## src/rtl/regbank_writeback.sv

```systemverilog
// Write-side front end for the register bank: ALU and load results, a small FIFO, registered write port.
// Optional REGBANK_WB_ZERO_REG_EN: writes to register 0 are accepted but dropped, never reported pending.
module regbank_writeback #(
    parameter int unsigned DATA_W = 32,
    parameter int unsigned ADDR_W = 5,
    parameter int unsigned DEPTH  = 4
) (
    input  logic                    clk,
    input  logic                    rst_n,
    input  logic                    AluValid,
    output logic                    AluReady,
    input  logic [ADDR_W-1:0]       AluDir,
    input  logic [DATA_W-1:0]       AluData,
    input  logic                    MemValid,
    output logic                    MemReady,
    input  logic [ADDR_W-1:0]       MemDir,
    input  logic [DATA_W-1:0]       MemData,
    input  logic [ADDR_W-1:0]       QueryA,
    input  logic [ADDR_W-1:0]       QueryB,
    output logic                    PendingA,
    output logic                    PendingB,
    output logic                    WriteFlag,
    output logic [ADDR_W-1:0]       DirW,
    output logic [DATA_W-1:0]       WriteData,
    output logic [$clog2(DEPTH):0]  Count,
    output logic                    Full,
    output logic                    Empty
);

    localparam int unsigned PTR_W = $clog2(DEPTH);
    localparam int unsigned CNT_W = PTR_W + 1;

    logic [PTR_W-1:0]  r_wr_ptr;
    logic [PTR_W-1:0]  r_rd_ptr;
    logic [CNT_W-1:0]  r_count;
    logic [ADDR_W-1:0] r_fifo_dir  [DEPTH];
    logic [DATA_W-1:0] r_fifo_data [DEPTH];
    logic              r_write_flag;
    logic [ADDR_W-1:0] r_dir_w;
    logic [DATA_W-1:0] r_write_data;

    logic [CNT_W-1:0]  w_free;
    logic              w_mem_drop;
    logic              w_alu_drop;
    logic              w_mem_slot;
    logic              w_mem_push;
    logic              w_alu_push;
    logic              w_pop;
    logic [CNT_W-1:0]  w_push_cnt;
    logic [CNT_W-1:0]  w_count_nxt;
    logic [PTR_W-1:0]  w_alu_idx;
    logic [DEPTH-1:0]  w_entry_valid;
    logic              w_pend_a;
    logic              w_pend_b;

`ifdef REGBANK_WB_ZERO_REG_EN
    assign w_mem_drop = (MemDir == '0);
    assign w_alu_drop = (AluDir == '0);
`else
    assign w_mem_drop = 1'b0;
    assign w_alu_drop = 1'b0;
`endif

    // Free slots come from Count alone; the pop happening this cycle is not credited.
    assign w_free     = CNT_W'(DEPTH) - r_count;
    assign w_mem_slot = MemValid && !w_mem_drop;

    assign MemReady = w_mem_drop || (w_free != '0);
    assign AluReady = w_alu_drop || (w_free >= CNT_W'(2)) ||
                      ((w_free == CNT_W'(1)) && !w_mem_slot);

    assign w_mem_push = MemValid && MemReady && !w_mem_drop;
    assign w_alu_push = AluValid && AluReady && !w_alu_drop;
    assign w_pop      = (r_count != '0);

    // The load is the older instruction, so it takes the first slot when both push.
    assign w_alu_idx   = w_mem_push ? (r_wr_ptr + PTR_W'(1)) : r_wr_ptr;
    assign w_push_cnt  = CNT_W'(w_mem_push) + CNT_W'(w_alu_push);
    assign w_count_nxt = r_count + w_push_cnt - CNT_W'(w_pop);

    always_comb begin
        w_entry_valid = '0;
        for (int i = 0; i < DEPTH; i++) begin
            w_entry_valid[i] = ({1'b0, PTR_W'(PTR_W'(i) - r_rd_ptr)} < r_count);
        end
    end

    always_comb begin
        w_pend_a = r_write_flag && (r_dir_w == QueryA);
        w_pend_b = r_write_flag && (r_dir_w == QueryB);
        for (int i = 0; i < DEPTH; i++) begin
            if (w_entry_valid[i] && (r_fifo_dir[i] == QueryA)) begin
                w_pend_a = 1'b1;
            end
            if (w_entry_valid[i] && (r_fifo_dir[i] == QueryB)) begin
                w_pend_b = 1'b1;
            end
        end
`ifdef REGBANK_WB_ZERO_REG_EN
        if (QueryA == '0) begin
            w_pend_a = 1'b0;
        end
        if (QueryB == '0) begin
            w_pend_b = 1'b0;
        end
`endif
    end

    always_ff @(posedge clk or negedge rst_n) begin
        if (!rst_n) begin
            r_wr_ptr     <= '0;
            r_rd_ptr     <= '0;
            r_count      <= '0;
            r_write_flag <= 1'b0;
            r_dir_w      <= '0;
            r_write_data <= '0;
            for (int i = 0; i < DEPTH; i++) begin
                r_fifo_dir[i]  <= '0;
                r_fifo_data[i] <= '0;
            end
        end else begin
            if (w_mem_push) begin
                r_fifo_dir[r_wr_ptr]  <= MemDir;
                r_fifo_data[r_wr_ptr] <= MemData;
            end
            if (w_alu_push) begin
                r_fifo_dir[w_alu_idx]  <= AluDir;
                r_fifo_data[w_alu_idx] <= AluData;
            end
            r_wr_ptr     <= r_wr_ptr + PTR_W'(w_push_cnt);
            r_count      <= w_count_nxt;
            r_write_flag <= w_pop;
            // Address and data hold their last value on idle cycles.
            if (w_pop) begin
                r_dir_w      <= r_fifo_dir[r_rd_ptr];
                r_write_data <= r_fifo_data[r_rd_ptr];
                r_rd_ptr     <= r_rd_ptr + PTR_W'(1);
            end
        end
    end

    assign PendingA  = w_pend_a;
    assign PendingB  = w_pend_b;
    assign WriteFlag = r_write_flag;
    assign DirW      = r_dir_w;
    assign WriteData = r_write_data;
    assign Count     = r_count;
    assign Full      = (r_count == CNT_W'(DEPTH));
    assign Empty     = (r_count == '0);

endmodule

```

## config.mk

```make
export PLATFORM = sky130hd
export DESIGN_NAME = regbank_writeback
export DESIGN_NICKNAME = d
export VERILOG_FILES = /design/src/rtl/regbank_writeback.sv
export SDC_FILE = /design/constraint.sdc
export NUM_CORES = 1
export LEC_CHECK = 0
export ABC_AREA = 1
export BUFFER_PORTS_ARGS = -buffer_cell sky130_fd_sc_hd__buf_4
export CAP_MARGIN = 20
export CORE_MARGIN = 5
export CORE_UTILIZATION = 41
export CTS_CLUSTER_DIAMETER = 100
export DETAILED_ROUTE_END_ITERATION = 16
export PLACE_DENSITY = 0.7
export SETUP_SLACK_MARGIN = 0.15
export SYNTH_ARGS = -nofsm -noshare
export SYNTH_HDL_FRONTEND = slang
export SYNTH_SLANG_ARGS = --single-unit
```

## constraint.sdc

```tcl
create_clock -name clk -period 2.6 [get_ports clk]
set_input_delay 0.13 -clock clk [delete_from_list [all_inputs] [get_ports clk]]
set_output_delay 0.13 -clock clk [all_outputs]
set_load 0.1 [all_outputs]
```

Word level (Yosys, flattened, before mapping)
Cells that the tools add are included.
{ "op_classes": {"addsub": 11, "mul": 0, "div": 0, "magnitude_cmp": 10, "n_eq_ne": 12, "shift": 0, "muxes": 31, "bitwise_logic": 3, "reduce_logical": 20} }
{ "op_table": {"columns": ["cell", "n"], "rows": [
  ["$bwmux W128", 2],
  ["$mux W128", 2],
  ["$demux W32 S2", 2],
  ["$mux W32", 4],
  ["$bmux W32 S2", 1],
  ["$eq A5 B5 Y1", 10],
  ["$bwmux W20", 2],
  ["$mux W20", 2],
  ["$demux W5 S2", 2],
  ["$mux W5", 4],
  ["$logic_and A1 B1 Y1", 15],
  ["$lt A2 B3 Y1", 4],
  ["$bmux W5 S2", 1],
  ["$ge A3 B3 Y1 const B", 3],
  ["$not A2 Y3", 3],
  ["$mux W1", 8],
  ["$lt A3 B1 Y1 const B", 2],
  ["$reduce_bool A3 Y1", 2],
  ["$add A2 B1 Y2 const B", 2],
  ["$sub A1 B2 Y2 const A", 2],
  ["$sub A2 B2 Y2 const A", 2],
  ["$add A3 B2 Y3", 1],
  ["$eq A3 B1 Y1 const B", 1],
  ["$eq A3 B3 Y1 const B", 1],
  ["9 further kinds", 9]
]} }
{ "word_totals": {"regBits": 193, "latch_bits": 0, "ram_bits": 0, "rom_bits": 0, "input_bits": 88, "n_memories": 0} }

Logic depth before layout (Yosys ltp)
{ "depth": {"word_depth": 11, "depth_mapped": 15, "ltp_nobuf": 14} }

Least setup slack after synthesis
Ideal clock, no wire load.
{ "synth_timing": {"path_type": "register to register", "startpoint": "reg r_count[1], in the netlist Count[1]", "endpoint": "reg r_count[2], in the netlist Count[2]", "setup_time_ns": 0.125, "t_arrival_ns": 4.222, "required_ns": 2.475, "setup_slack_ns": -1.746, "path_stages_with_launch": 15, "period_less_slack_ns": 4.346, "path_cell_list": "dfrtp_1 -> inv_1 -> ha_1 -> ha_1 -> nor3b_1 -> nand2_1 -> nand2_1 -> inv_1 -> ha_1 -> inv_1 -> ha_1 -> inv_1 -> ha_1 -> fa_1 -> xnor2_1"} }
{ "synth_via": {"elab_chain_len": 8, "elab_cells_between_ends": 12} }
{ "synth_lines": {"columns": ["element", "line", "source"], "rows": [
  ["from (decl)", "35", "logic [CNT_W-1:0] r_count;"],
  ["from (signal assigned)", "131", "r_count <= w_count_nxt;"],
  ["$sub A3 B3 Y3 *", "65", "assign w_free = CNT_W'(DEPTH) - r_count;"],
  ["parallel branches: the longest is 2 deep, another holds $ge A3 B2 Y1", null, null],
  ["$logic_or A1 B1 Y1 *", "69", "assign AluReady = w_alu_drop || (w_free >= CNT_W'(2)) ||"],
  ["net AluReady", "11", "output logic AluReady,"],
  ["$logic_and A1 B1 Y1 *", "73", "assign w_alu_push = AluValid && AluReady && !w_alu_drop;"],
  ["$add A1 B1 Y2 *", "78", "assign w_push_cnt = CNT_W'(w_mem_push) + CNT_W'(w_alu_push);"],
  ["$add A3 B2 Y3 *", "79", "assign w_count_nxt = r_count + w_push_cnt - CNT_W'(w_pop);"],
  ["$sub A3 B1 Y3 *", "79", null],
  ["net w_count_nxt[2]", "50", "logic [CNT_W-1:0] w_count_nxt;"]
]} }
Mark *: on every way through the listed nets, which the timed path passes.
A chain may end at the register's enable or synchronous reset.

Worst setup path after layout
{ "layout_timing": {"startpoint": "reg r_count[0], in the netlist Count[0]", "endpoint": "reg r_count[1], in the netlist Count[1]"} }
{ "layout_via": {"elab_chain_len": 8, "elab_cells_between_ends": 12} }
{ "layout_lines": {"columns": ["element", "line"], "rows": [
  ["parallel branches: the longest is 7 deep, another holds $sub A3 B3 Y3", null],
  ["$sub A3 B1 Y3 *", "79"],
  ["net w_count_nxt[1]", "50"]
]} }
Marked as above.

==> impl_metrics.json <==
{
  "max-clock-path-buffers": 2,
  "drt-pass1-iter-count": 5,
  "final-setup-viol-count": 0,
  "cts_root_buffer": "clkbuf_16",
  "synth.net_count": 1723,
  "cell_internal_pwr_mw": 9.81,
  "run_status": "completed",
  "reg2reg_slack_ps": 30,
  "path_cells": "inv_4 > ha_4 > ha_4 > nor3b_4 > nand2_4 > nand2_4 > inv_4 > ha_4 > inv_2 > ha_4 > inv_2 > ha_4 > fa_2",
  "synth-seq-area-share": 0.431,
  "clk-insertion-delay-late_ps": 430,
  "io_buffer_count": 134,
  "synth_area_per_cell_um2": 6.93,
  "final_hold_viol_count": 0,
  "die_height_um": 175,
  "critical_path_type": "flip-flop to flip-flop",
  "grt_first_pass_wirelength_mm": 56.5,
  "dp.final_hpwl_mm": 22.1,
  "grt_util_met3": 0.0312,
  "vias_in_the_first_global_route": 10547,
  "postSynthRegisterBits": 193,
  "cts_tree": "built",
  "vias": 11048,
  "switchingPower_mw": 10.6,
  "fin_nets": 1864,
  "post-synth-top-area-cell": "dfrtp_1",
  "synth-xor-area-share": 0.0218,
  "synth.area.mux_share": 0,
  "fmax_mhz": 389,
  "critPathArrivalTime_ps": 2930,
  "yosysUniqueCellTypes": 31,
  "diodes": 0,
  "worst_r2r_endpoint": "Count[1]$_DFF_PN0_",
  "initial_core_utilization": 0.416,
  "timing.clock.skew_ps": 10.7,
  "switching_share": 0.520,
  "worstSetupEndpointType": "flip-flop",
  "finalWorstPathRequiredPeriod_ps": 2570,
  "grt_usage": 0.227,
  "routability_congestion": 0.879,
  "synth_cells": 1616,
  "required_time_worst_endpoint_ps": 2960,
  "finalInstanceArea_mm2": 0.0139,
  "dominant_combinational_cell_family_by_area_after_synthesis": "simple AND/OR/NAND/NOR gates",
  "synth_simple_gate_area_frac": 0.359,
  "worst-r2r-cell-count": 13,
  "grt_setup_unrepaired": "true",
  "slew_viol_final": 0,
  "avgViaCountPerCell": 5.23,
  "pwr-share-comb": 0.597,
  "peakVddDrop_mv": 0.923,
  "share_seq_of_total_power": 0.266,
  "yosys_top_cell_area_share": 0.431,
  "overflow": 0,
  "yosys_warnings": 0,
  "leakagePower_nw": 7.33,
  "drc": 0,
  "crit_path_top_delay_cell": "fa_2",
  "crit_start": "Count[0]$_DFF_PN0_",
  "compound_cell_area_share_of_the_yosys_netlist": 0.0878,
  "drtAntennaViolNets": 0,
  "netlist_area_mm2": 0.0112,
  "slew-limit-headroom": 0.528,
  "reg2reg_from": "Count[0]$_DFF_PN0_",
  "iter_0_drt_violations": 964,
  "start_kind": "flip-flop",
  "final_min_period_over_clock_period": 0.990,
  "placedInstanceArea_mm2": 0.0128,
  "number_of_antenna_violations_at_the_first_check_in_global_routing": 0,
  "placementRows": 60,
  "critical_path.max_stage_delay_ps": 510,
  "drt-wirelength-per-cell_um": 16.7,
  "powerDensity_mw_per_mm2": 1470,
  "power.clock.fraction": 0.136,
  "finalPower_mw": 20.4,
  "grt.met2_usage": 0.381,
  "die_w_um": 175,
  "clock_sink_count": 193,
  "grt_start_max_net_pins": 76,
  "holdCritPathClass": "primary input to flip-flop",
  "drt-total-wl_mm": 35.3,
  "areaGrowthSynthToFinish_pct": 24.4,
  "actual_transition_at_the_worst_max_transition_pin_ps": 708,
  "clock_tree.htree_level_count": 4,
  "tritoncts.num_buffers": 17,
  "path_common_cell": "ha_4",
  "grt-busiest-layer": "met2",
  "fp.dieArea_mm2": 0.0307,
  "core_region_area_mm2": 0.0270,
  "fraction_of_final_layout_cells_sized_beyond_drive_strength_1": 0.155,
  "synth.area.top_cells": "dfrtp_1, nand2_1, nand3_1",
  "critical_path_peak_fanout": 2,
  "clk_pin_slew_ps": 80,
  "critPathCapture": "Count[1]$_DFF_PN0_",
  "design.portCount": 135,
  "post_synthesis_share_of_cell_area_spent_on_full_adders_half_adders_and_majority_gates": 0.0219,
  "gr-usage-met1": 0.306,
  "max_cap_viol_count": 0
}
==> state kept, by name, indices dropped and copies added (netlist names) <==
| signal | cells |
|---|---|
| Count | 3 |
| DirW | 5 |
| WriteData | 32 |
| WriteFlag | 1 |
| r_fifo_data | 128 |
| r_fifo_dir | 20 |
| r_rd_ptr | 2 |
| r_wr_ptr | 2 |
==> power by group through the flow <==
stage	registers (mW)	clock network, mW	logic, mW
6_report	5.45	2.79	12.2
5_1_grt	5.60	2.95	13.5
4_1_cts	5.43	2.83	12.0
3_5_place_dp	5.48	0	11.8
3_3_place_gp	5.43	0	11.6
2_1_floorplan	7.25	0	6.81
==> what timing repair did <==
item                                   4_1_cts  5_1_grt
pin swaps                                    5        5
gates resized for setup                      4       21
hold buffers                                38        0
setup buffers                                3        7
setup endpoints to repair                    4       53
endpoints found under the hold margin      220        0
==> worst max-delay path: cells and delay by family, from the launching register on <==
kind                       cells  cell delay, ps
adders and majority gates      6            1570
buffers and inverters          4             150
DFF                            1             420
and+or+nand+nor                3             370
==> worst min path at each step <==
stage	startpoint	cells after the start	slack, ps	to
after floorplan	rst_n	0	-170	DirW[0]$_DFFE_PN0N_
after global placement	rst_n	1	220	WriteFlag$_DFF_PN0_
after detailed placement	rst_n	1	220	DirW[1]$_DFFE_PN0N_
after CTS	MemData[6]	5	100	r_fifo_data[70]$_DFF_PN0_
after global routing	MemData[29]	5	130	r_fifo_data[29]$_DFF_PN0_
final	MemData[6]	5	110	r_fifo_data[70]$_DFF_PN0_
==> cells in the final DEF (no fill, tap or decap), drive strengths merged <==
cell type	count
nand2	770
dfrtp	193
buf	188
nand3	164
o21ai	157
inv	97
dlygate4sd3	38
nor2	36
clkbuf	22
nand4	21
ha	18
xnor2	16
xor2	11
a22oi	10
a21oi	7
o2111ai	5
clkinv	5
a41oi	3
bufinv	3
o211ai	1
nand3b	1
o22ai	1
nor3b	1
fa	1
clkinvlp	1
==> cells in the mapped netlist, drive strengths merged <==
cell type    n
o22ai        1
o2111ai      5
nand3b       1
xnor2       16
nor3b        1
xor2        11
inv         95
a22oi       10
nand2      770
dfrtp      193
o21ai      157
a41oi        3
a21oi        7
nand4       21
fa           1
o211ai       1
nor2        36
buf         72
ha          18
clkbuf      33
nand3      164
==> cell families after synthesis <==
| group | after synthesis |
|---|---|
| compound gates | 184 |
| xor+xnor | 27 |
| fa+ha+maj | 19 |
| buf+inv | 200 |
| flops | 193 |
| simple gates | 993 |
==> metrics by stage <==
stage	std cells	utilization	TNS, ps	hold slack [ps]	setup WS [ps]
2_1_floorplan	1616	-	-1030	-166	-479
3_3_place_gp	2031	0.475	0	224	25.4
3_5_place_dp	2031	0.475	-51.6	220	-29.8
4_1_cts	2104	0.513	0	96.6	13.9
5_1_grt	2111	0.517	-45.5	132	-25.4
6_report	2111	0.517	0	109	27.1
==> final cells by class <==
cell class                      count  area, um^2
Sequential cell                   193        4840
Clock buffer                       21         460
Clock inverter                     11         151
Timing Repair Buffer              227        2000
Multi-Input combinational cell   1223        5670
Fill cell                        2642       13000
Inverter                           95         372
Tap cell                          341         427
==> layer usage <==
metal	vias to the layer above	share of wire
met5	-	0
met4	0	0.021
met3	59	0.067
met2	445	0.48
met1	5158	0.43
li1	5386	-
Power figures use the tool's default switching activity.
